### config.mk
export PLATFORM = sky130hd
export DESIGN_NAME = la_nor_pipe
export DESIGN_NICKNAME = d
export VERILOG_FILES = /design/src/rtl/la_nor_pipe.sv
export SDC_FILE = /design/constraint.sdc
export NUM_CORES = 1
export LEC_CHECK = 0
export CORE_ASPECT_RATIO = 0.75
export CORE_MARGIN = 1
export CORE_UTILIZATION = 30
export CTS_CLUSTER_DIAMETER = 30
export DETAILED_ROUTE_END_ITERATION = 6
export PLACE_DENSITY = 0.73
export SYNTH_ARGS = -nofsm -noshare
export SYNTH_HDL_FRONTEND = slang
export SYNTH_SLANG_ARGS = --single-unit
### constraint.sdc
create_clock -name clk -period 1.5 [get_ports clk]
set_input_delay 0.3 -clock clk [delete_from_list [all_inputs] [get_ports clk]]
set_output_delay 0.3 -clock clk [all_outputs]
set_load 0.05 [all_outputs]
### src/rtl/la_nor_pipe.sv
// Pipelined N-operand, W-bit bitwise NOR/OR reduction with a valid/ready handshake.
// Latency: STAGES cycles from the accepting cycle to out_valid. Throughput is 1/cycle.
// Backpressure: per-stage advance chain; bubbles collapse; in_ready=0 only when full and out_ready=0.
//
// Ports:
//   clk, reset             rising-edge clock, asynchronous active-high reset
//   in_valid/in_ready      input handshake; in_data holds N operands of W bits, in_mode 0=NOR 1=OR
//   out_valid/out_ready    output handshake; out_data is the W-bit result
//   busy                   at least one pipeline stage holds a result
module la_nor_pipe #(
    parameter     PROP   = "DEFAULT",
    parameter int N      = 4,
    parameter int W      = 8,
    parameter int STAGES = 2
) (
    input  logic           clk,
    input  logic           reset,
    input  logic           in_valid,
    output logic           in_ready,
    input  logic [N*W-1:0] in_data,
    input  logic           in_mode,
    output logic           out_valid,
    input  logic           out_ready,
    output logic [W-1:0]   out_data,
    output logic           busy
);

    // PROP only tags the instance for implementation tooling.
    logic unused_prop;
    assign unused_prop = |PROP;

    logic [STAGES-1:0] v_q;
    logic [STAGES-1:0] v_d;
    logic [STAGES-1:0] adv;
    logic [W-1:0]      d_q [STAGES];
    logic [W-1:0]      d_d [STAGES];
    logic [W-1:0]      red_or;
    logic [W-1:0]      stage0_dat;

    // Full reduction across all operands, then mode adjust, all before stage 0.
    always_comb begin
        red_or = '0;
        for (int i = 0; i < N; i++) begin
            red_or = red_or | in_data[i*W +: W];
        end
        stage0_dat = in_mode ? red_or : ~red_or;
    end

    // Advance chain evaluated from the output backward: a stage may load if it
    // is empty or the stage after it is moving this cycle.
    always_comb begin
        adv = '0;
        adv[STAGES-1] = ~v_q[STAGES-1] | out_ready;
        for (int k = STAGES - 2; k >= 0; k--) begin
            adv[k] = ~v_q[k] | adv[k+1];
        end
    end

    // Data registers only capture alongside a valid bit, so empty slots keep
    // their old (reset-clean) contents and never pick up undriven input data.
    always_comb begin
        v_d = v_q;
        for (int k = 0; k < STAGES; k++) begin
            d_d[k] = d_q[k];
        end
        if (adv[0]) begin
            v_d[0] = in_valid;
            if (in_valid) begin
                d_d[0] = stage0_dat;
            end
        end
        for (int k = 1; k < STAGES; k++) begin
            if (adv[k]) begin
                v_d[k] = v_q[k-1];
                if (v_q[k-1]) begin
                    d_d[k] = d_q[k-1];
                end
            end
        end
    end

    always_ff @(posedge clk or posedge reset) begin
        if (reset) begin
            v_q <= '0;
            for (int k = 0; k < STAGES; k++) begin
                d_q[k] <= '0;
            end
        end else begin
            v_q <= v_d;
            for (int k = 0; k < STAGES; k++) begin
                d_q[k] <= d_d[k];
            end
        end
    end

    assign in_ready  = adv[0];
    assign out_valid = v_q[STAGES-1];
    assign out_data  = d_q[STAGES-1];
    assign busy      = |v_q;

endmodule
# [Yosys cells after proc, flatten, opt, wreduce, memory -nomap -nowiden]
# Cells that the tools add are included.
# Widths: inputs -> output; s select.
[word_totals] ff_bits=18
[classes] muxes=1 n_bitwise=8 reduce_logical=3
[op_table] op="$or 8x8->8" count=3
[op_table] op="$mux 8" count=1
[op_table] op="$not 8->8" count=1
[op_table] op="$reduce_and 2->1" count=2
[op_table] op="$not 1->1" count=2
[op_table] op="$or 1x1->1" count=2
[op_table] op="$reduce_or 2->1" count=1

# [Logic depth before layout (Yosys ltp)]
# Gate-level depths: netlist of the first run.
[logic_depth] depth_word=5 ltp_mapped=4 depth_no_buf=3

# [Worst setup path before layout of the first run]
# Ideal clock, no wire load.
[synth_timing] path_type="reg-to-reg" start="reg v_q[1]" end="reg d_q (netlist bit out_data[0])" t_arrival_ns=1.284 setup_slack_ns=0.092 stages_incl_launch_ff=4 period_less_slack_ns=1.408 path_cell_list="dfrtp_1 -> nand2b_1 -> nand2_2 -> mux2_2"
[synth_between] elab_chain_cells=3
[synth_rtl] item="start: declaration" line="32" text="logic [STAGES-1:0] v_q;"
[synth_rtl] item="start signal: assignment" line="89" text="v_q <= v_d;"
[synth_rtl] item="$not 1->1" line="53" text="adv[STAGES-1] = ~v_q[STAGES-1] | out_ready;"
[synth_rtl] item="$or 1x1->1" line="53"
[synth_rtl] item="$reduce_and 2->1 (no line)"
[synth_rtl] item="end signal: indexed assignment" line="91" text="d_q[k] <= d_d[k];"
[synth_rtl] item="end: declaration" line="35" text="logic [W-1:0] d_q [STAGES];"
# No other way between the ends.
# A chain may end at the register's enable or synchronous reset.

# [Worst setup path in the final report of the first run]
[layout_timing] start="reg v_q[1]" end="out busy"
[layout_between] elab_chain_cells=1
[layout_rtl] item="$reduce_or 2->1" line="99" text="assign busy = |v_q;"
[layout_rtl] item="end: declaration" line="25" text="output logic busy"
# No other way between the ends.

==> results.toml, run 1 <==
[setup_path]
path_max_fanout = 4
beginning_of_the_worst_register_to_register_path = "v_q[1]$_DFFE_PP0P_"
startpoint_class_of_the_critical_path = "flip-flop"
cp.arrival_ns = 1.15
setup.worst_path.class = "flip-flop to primary output"
critical_path.slowest_cell = "sky130_fd_sc_hd__dfrtp_2"
regToRegSetupSlack_ns = 0.19
number_of_cells_on_the_worst_reg_to_reg_path = 4
rr_endpoint = "d_q[9]$_DFFE_PP0P_"
path_cells = "or2_2 > buf_6"
worst-endpoint-required_ns = 1.20
cp-end-kind = "primary output"
crit_path_max_incr_delay_ns = 0.44

[cts]
max-clock-path-buffers = 2
cts.sink_count = 18
ctsRootBufferMaster = "sky130_fd_sc_hd__clkbuf_8"
ctsHtreeMaxLevel = 1
clk_pin_slew_ns = 0.07
numCtsBuffers = 3
tritoncts = "built"
clk-insertion-delay-late_ns = 0.25

[synth]
synth-edff-count = 0
register_bit_total_from_synthesis = 18
most_instantiated_library_cell_after_synthesis = "sky130_fd_sc_hd__dfrtp_1"
syn_avg_cell_area_um2 = 11.8
ys_dominant_reg_cell = "sky130_fd_sc_hd__dfrtp_1"
syn_nets = 115
synth.top_cells.by_count = "sky130_fd_sc_hd__dfrtp_1 (18), sky130_fd_sc_hd__a21oi_1 (16)"
synthCells = 78
synth_cell_type_count = 14
post_synth_main_area_contributors = "sky130_fd_sc_hd__dfrtp_1 (49%), sky130_fd_sc_hd__nor4_2 (11%), sky130_fd_sc_hd__mux2_2 (9.8%)"
post-synth-top-area-cell = "sky130_fd_sc_hd__dfrtp_1"
post-synth-top-area-fraction = 0.490
netlist_area_um2 = 920
ys_warn_count = 0
postSynth.asyncResetShare = 1.00
yosysSeqAreaShare = 0.490

[finish]
finalNonFillerCells = 157
layout-drive-gt1-share = 0.314
antennaDiodeCount = 0
layout.cell_area.non_filler_um2 = 1550
synthToLayoutAreaGrowth_pct = 68.0
fin_nets = 159

[floorplan]
initial_utilization = 0.333
rows = 16
dieHeight_um = 50.0
core_um2 = 2760
fp.dieArea_um2 = 3290
pin_count = 48
die_width_um = 65.9

[sta]
setup_violations = 0
final.period_utilization = 0.966
min_period_ns = 1.45
slew-limit-headroom = 0.726
achievable-frequency_ghz = 0.690
hold_slack_ns = 0.368
post-route-worst-setup-slack_ns = 0.0517
worstMarginPinSlew_ns = 0.410
finClkSkew_ns = 0.00371
final_max_slew_viol_count = 0
rsz0062_at_grt = "false"
hold_violations = 0

[power]
power_density_nw_per_um2 = 1160
power_leakage_nw = 0.593
fin_total_pwr_mw = 1.80
max-vdd-ir-drop_uv = 522

[routing]
drt-wirelength-per-cell_um = 11.6
detail_route.vias_per_cell = 4.68
antenna_left = 0
total_via_count_after_detailed_routing = 735
drt_wl_total_mm = 1.82
detail_route.first_pass.iterations = 4
drtIter0Drc = 9
route.detailed.drc = 0

[global_route]
gr_util_all_layers = 0.128
globalRouteOverflowTotal = 0
initial_antenna_violation_count = 0
first_pass_grt_wire_length_mm = 3.15
grt_max_degree = 19
grt_pass1_vias = 683

[place]
gp_congestion = 0.755
placement.setup.worst_slack_ns = -0.0662
post-dp-hpwl_mm = 1.49
detailed_place.area_um2 = 1480
portBuffers = 47
numPlacedInstances = 152

[run_status]
outcome = "finished clean"

[job]
max_cap_violations = 0

[worst_hold_path]
min_path_type = "input port to async pin"
logic make-up (layout without fill, tap and decap cells):
family / after synthesis / in the layout / synth area share
flops: 18 / 18 / 0.490
compound gates: 16 / 16 / 0.0871
xor+xnor: 8 / 8 / 0.0762
simple gates: 15 / 15 / 0.158
buf+inv: 13 / 56 / 0.0911
mux: 8 / 8 / 0.0980
per-layer routing:
metal,vias up,routed length [µm],GRT usage
li1,352,-,-
met1,321,833,0.181
met2,58,775,0.190
met3,4,171,0.00231
met4,0,35,0.0851
met5,-,0,0
state kept, by name, indices dropped and copies added (netlist names):
signal    cells
v_q           2
out_data      8
d_q           8
where the power goes:
group	total [mW]	switching, mW	internal [mW]	leakage, nW
registers	0.665	0.0852	0.580	0.198
clock network	0.381	0.149	0.233	0.0288
logic	0.751	0.346	0.405	0.367
total	1.80	0.580	1.22	0.593
area by class of cell:
class / instances / area [µm²]
repair buffers: 51 / 604
flip-flops and latches: 18 / 452
multi-input cells: 47 / 385
clock buffers: 4 / 55.1
fillers: 223 / 1220
inverters: 1 / 3.75
well taps: 36 / 45.0
metrics by stage:
step           utilization  TNS [ns]
4_1_cts              0.557         0
2_1_floorplan            -         0
5_1_grt              0.559         0
3_3_place_gp         0.534    -0.478
3_5_place_dp         0.534    -0.893
6_report             0.559         0
timing repair:
item	4_1_cts	5_1_grt
endpoints found under the setup margin	1	3
gates resized for setup	0	3
buffers inserted	1	0
hold buffers	0	0
critical path, delay by kind of cell (launching register included):
family,cells,cell delay [ns]
buffers and inverters,1,0.16
DFF,1,0.44
and+or+nand+nor,1,0.31
how the worst max path moves through the flow:
| stage | startpoint | endpoint | slack (ns) | cells past startpoint |
|---|---|---|---|---|
| 4_1_cts | v_q[1]$_DFFE_PP0P_ | busy | 0.01 | 2 |
| 3_5_place_dp | out_ready | out_data[6]$_DFFE_PP0P_ | -0.07 | 4 |
| 3_3_place_gp | out_ready | out_data[0]$_DFFE_PP0P_ | -0.04 | 4 |
| 6_report | v_q[1]$_DFFE_PP0P_ | busy | 0.05 | 2 |
| 5_1_grt | v_q[1]$_DFFE_PP0P_ | busy | 0.01 | 2 |
| 2_1_floorplan | v_q[1]$_DFFE_PP0P_ | out_data[0]$_DFFE_PP0P_ | 0.09 | 3 |
layout by cell type (no fill, tap or decap):
master / count
sky130_fd_sc_hd__a21oi_1: 16
sky130_fd_sc_hd__and2_1: 1
sky130_fd_sc_hd__buf_12: 10
sky130_fd_sc_hd__buf_4: 4
sky130_fd_sc_hd__buf_6: 1
sky130_fd_sc_hd__clkbuf_8: 4
sky130_fd_sc_hd__clkdlybuf4s50_1: 35
sky130_fd_sc_hd__dfrtp_1: 17
sky130_fd_sc_hd__dfrtp_2: 1
sky130_fd_sc_hd__dlymetal6s2s_1: 1
sky130_fd_sc_hd__inv_1: 1
sky130_fd_sc_hd__mux2_2: 8
sky130_fd_sc_hd__nand2_2: 1
sky130_fd_sc_hd__nand2b_1: 3
sky130_fd_sc_hd__nand3b_1: 1
sky130_fd_sc_hd__nor4_2: 8
sky130_fd_sc_hd__or2_2: 1
sky130_fd_sc_hd__xnor2_1: 8
Note: power is estimated with default switching activity, not from simulation.
==> inputs of run 2 (changes only) <==
- GPL_TIMING_DRIVEN: unset -> 1
==> results of run 2 <==
Same layout as run 1: the final DEF is identical, and so are final timing and power.
==> inputs of run 3 (changes only) <==
- CELL_PAD_IN_SITES_DETAIL_PLACEMENT: unset -> 1
- CELL_PAD_IN_SITES_GLOBAL_PLACEMENT: unset -> 2
- CORE_UTILIZATION: 30 -> 24
- GPL_TIMING_DRIVEN: 1 -> unset
- PLACE_DENSITY: 0.73 -> 0.91
==> results.toml, run 3 (synthesized netlist as in run 1, its figures left out) <==
[run_status]
outcome = "finished clean"

[routing]
detail_route.first_pass.iterations = 4
antenna_left = 0
total_via_count_after_detailed_routing = 742
route.detailed.drc = 0
drt-wirelength-per-cell_um = 11.6
drtIter0Drc = 22
detail_route.vias_per_cell = 4.31
drt_wl_total_mm = 1.99

[finish]
mostFrequentLayoutCell = "sky130_fd_sc_hd__clkdlybuf4s50_1"
antennaDiodeCount = 0
layout-drive-gt1-share = 0.308
finalNonFillerCells = 172
fraction_of_the_core_area_covered_by_cells_at_the_end_of_the_flow = 0.423
layout.cells.most_common_list = "sky130_fd_sc_hd__clkdlybuf4s50_1 (36), sky130_fd_sc_hd__dfrtp_1 (17), sky130_fd_sc_hd__a21oi_1 (16)"
fillerInstances = 422
synthToLayoutAreaGrowth_pct = 68.4
fin_nets = 159

[sta]
rsz0062_at_grt = "false"
achievable-frequency_ghz = 0.692
final_max_slew_viol_count = 0
hold_slack_ns = 0.383
min_period_ns = 1.45
final.period_utilization = 0.963
worstMarginPinSlew_ns = 0.424
setup_violations = 0
slew-limit-headroom = 0.716
hold_violations = 0
finClkSkew_ns = 0.00129
finalSetupTns_ns = 0

[floorplan]
core_um2 = 3660
initial_utilization = 0.251
rows = 19
dieHeight_um = 55.6
die_width_um = 73.5
pin_count = 48
fp.dieArea_um2 = 4090

[cts]
numCtsBuffers = 3
ctsHtreeMaxLevel = 1
clk-insertion-delay-late_ns = 0.25
ctsRootBufferMaster = "sky130_fd_sc_hd__clkbuf_8"
clk_pin_slew_ns = 0.06
tritoncts = "built"
cts.sink_count = 18
max-clock-path-buffers = 2

[setup_path]
regToRegSetupSlack_ns = 0.21
setup.worst_path.class = "flip-flop to primary output"
cp-end-kind = "primary output"
rr_endpoint = "d_q[10]$_DFFE_PP0P_"
cp.arrival_ns = 1.15
startpoint_class_of_the_critical_path = "flip-flop"
beginning_of_the_worst_register_to_register_path = "v_q[1]$_DFFE_PP0P_"
path_max_fanout = 4
worst-endpoint-required_ns = 1.20
number_of_cells_on_the_worst_reg_to_reg_path = 4

[global_route]
grt_pass1_vias = 818
initial_antenna_violation_count = 0
gr_util_all_layers = 0.111
first_pass_grt_wire_length_mm = 3.44
grt_max_degree = 19
globalRouteOverflowTotal = 0

[place]
numPlacedInstances = 168
gp_congestion = 0.693
post-dp-hpwl_mm = 1.70
portBuffers = 47

[power]
power_leakage_nw = 0.577
power_density_nw_per_um2 = 1120
max-vdd-ir-drop_uv = 398
fin_total_pwr_mw = 1.74

[job]
max_cap_violations = 0

[worst_hold_path]
min_path_type = "input port to async pin"
[run 3: cell count changes in the layout (fill, tap and decap cells not counted), sizes merged]
cell / change
clkbuf: -1
dlymetal6s2s: -1
clkdlybuf4s50: +1
[run 3: worst max path at each step]
stage	depth (start not counted)	to	startpoint	slack, ns
global placement	4	d_q[9]$_DFFE_PP0P_	out_ready	-0.03
finish	2	busy	v_q[1]$_DFFE_PP0P_	0.05
CTS	3	in_ready	out_ready	0.003
global route	2	busy	v_q[1]$_DFFE_PP0P_	0.02
detailed placement	4	d_q[13]$_DFFE_PP0P_	out_ready	-0.07
floorplan	3	out_data[0]$_DFFE_PP0P_	v_q[1]$_DFFE_PP0P_	0.09
[run 3: metrics by stage]
step | cell area [µm²] | setup WS [ns]
4_1_cts | 1540 | 0.00291
3_5_place_dp | 1500 | -0.0674
5_1_grt | 1550 | 0.0185
2_1_floorplan | 920 | 0.0915
3_3_place_gp | 1500 | -0.0334
6_report | 1550 | 0.0548
[run 3: worst max-delay path, stage by stage (launching register included)]
cell,delay (ns)
sky130_fd_sc_hd__dfrtp_2,0.44
sky130_fd_sc_hd__or2_2,0.31
sky130_fd_sc_hd__buf_6,0.16
[run 3: area by class of cell]
type	instances	area, µm²	area share
Multi-Input combinational cell	47	385	0.249
Tap cell	52	65.1	0.0420
Sequential cell	18	452	0.292
Clock buffer	3	41.3	0.0267
Inverter	1	3.75	0.00242
Timing Repair Buffer	51	602	0.389
[run 3: repair_timing]
item,CTS,global route
buffers inserted,0,1
endpoints found under the setup margin,0,2
hold buffers,0,0
gates resized for setup,0,2
[run 3: layer usage]
| metal | part of all wire | vias to the layer above | GRT usage |
|---|---|---|---|
| met4 | 0.0050 | 0 | 0.0330 |
| li1 | - | 350 | - |
| met5 | 0 | - | 0 |
| met3 | 0.10 | 2 | 0.0453 |
| met1 | 0.44 | 353 | 0.130 |
| met2 | 0.46 | 37 | 0.183 |
[run 3: where the power goes]
part           total, mW  leakage (nW)  internal (mW)  switching, mW
Combinational      0.750         0.358          0.405          0.345
Sequential         0.667         0.198          0.580         0.0869
Clock              0.320        0.0216          0.178          0.142
Total               1.74         0.577           1.16          0.574
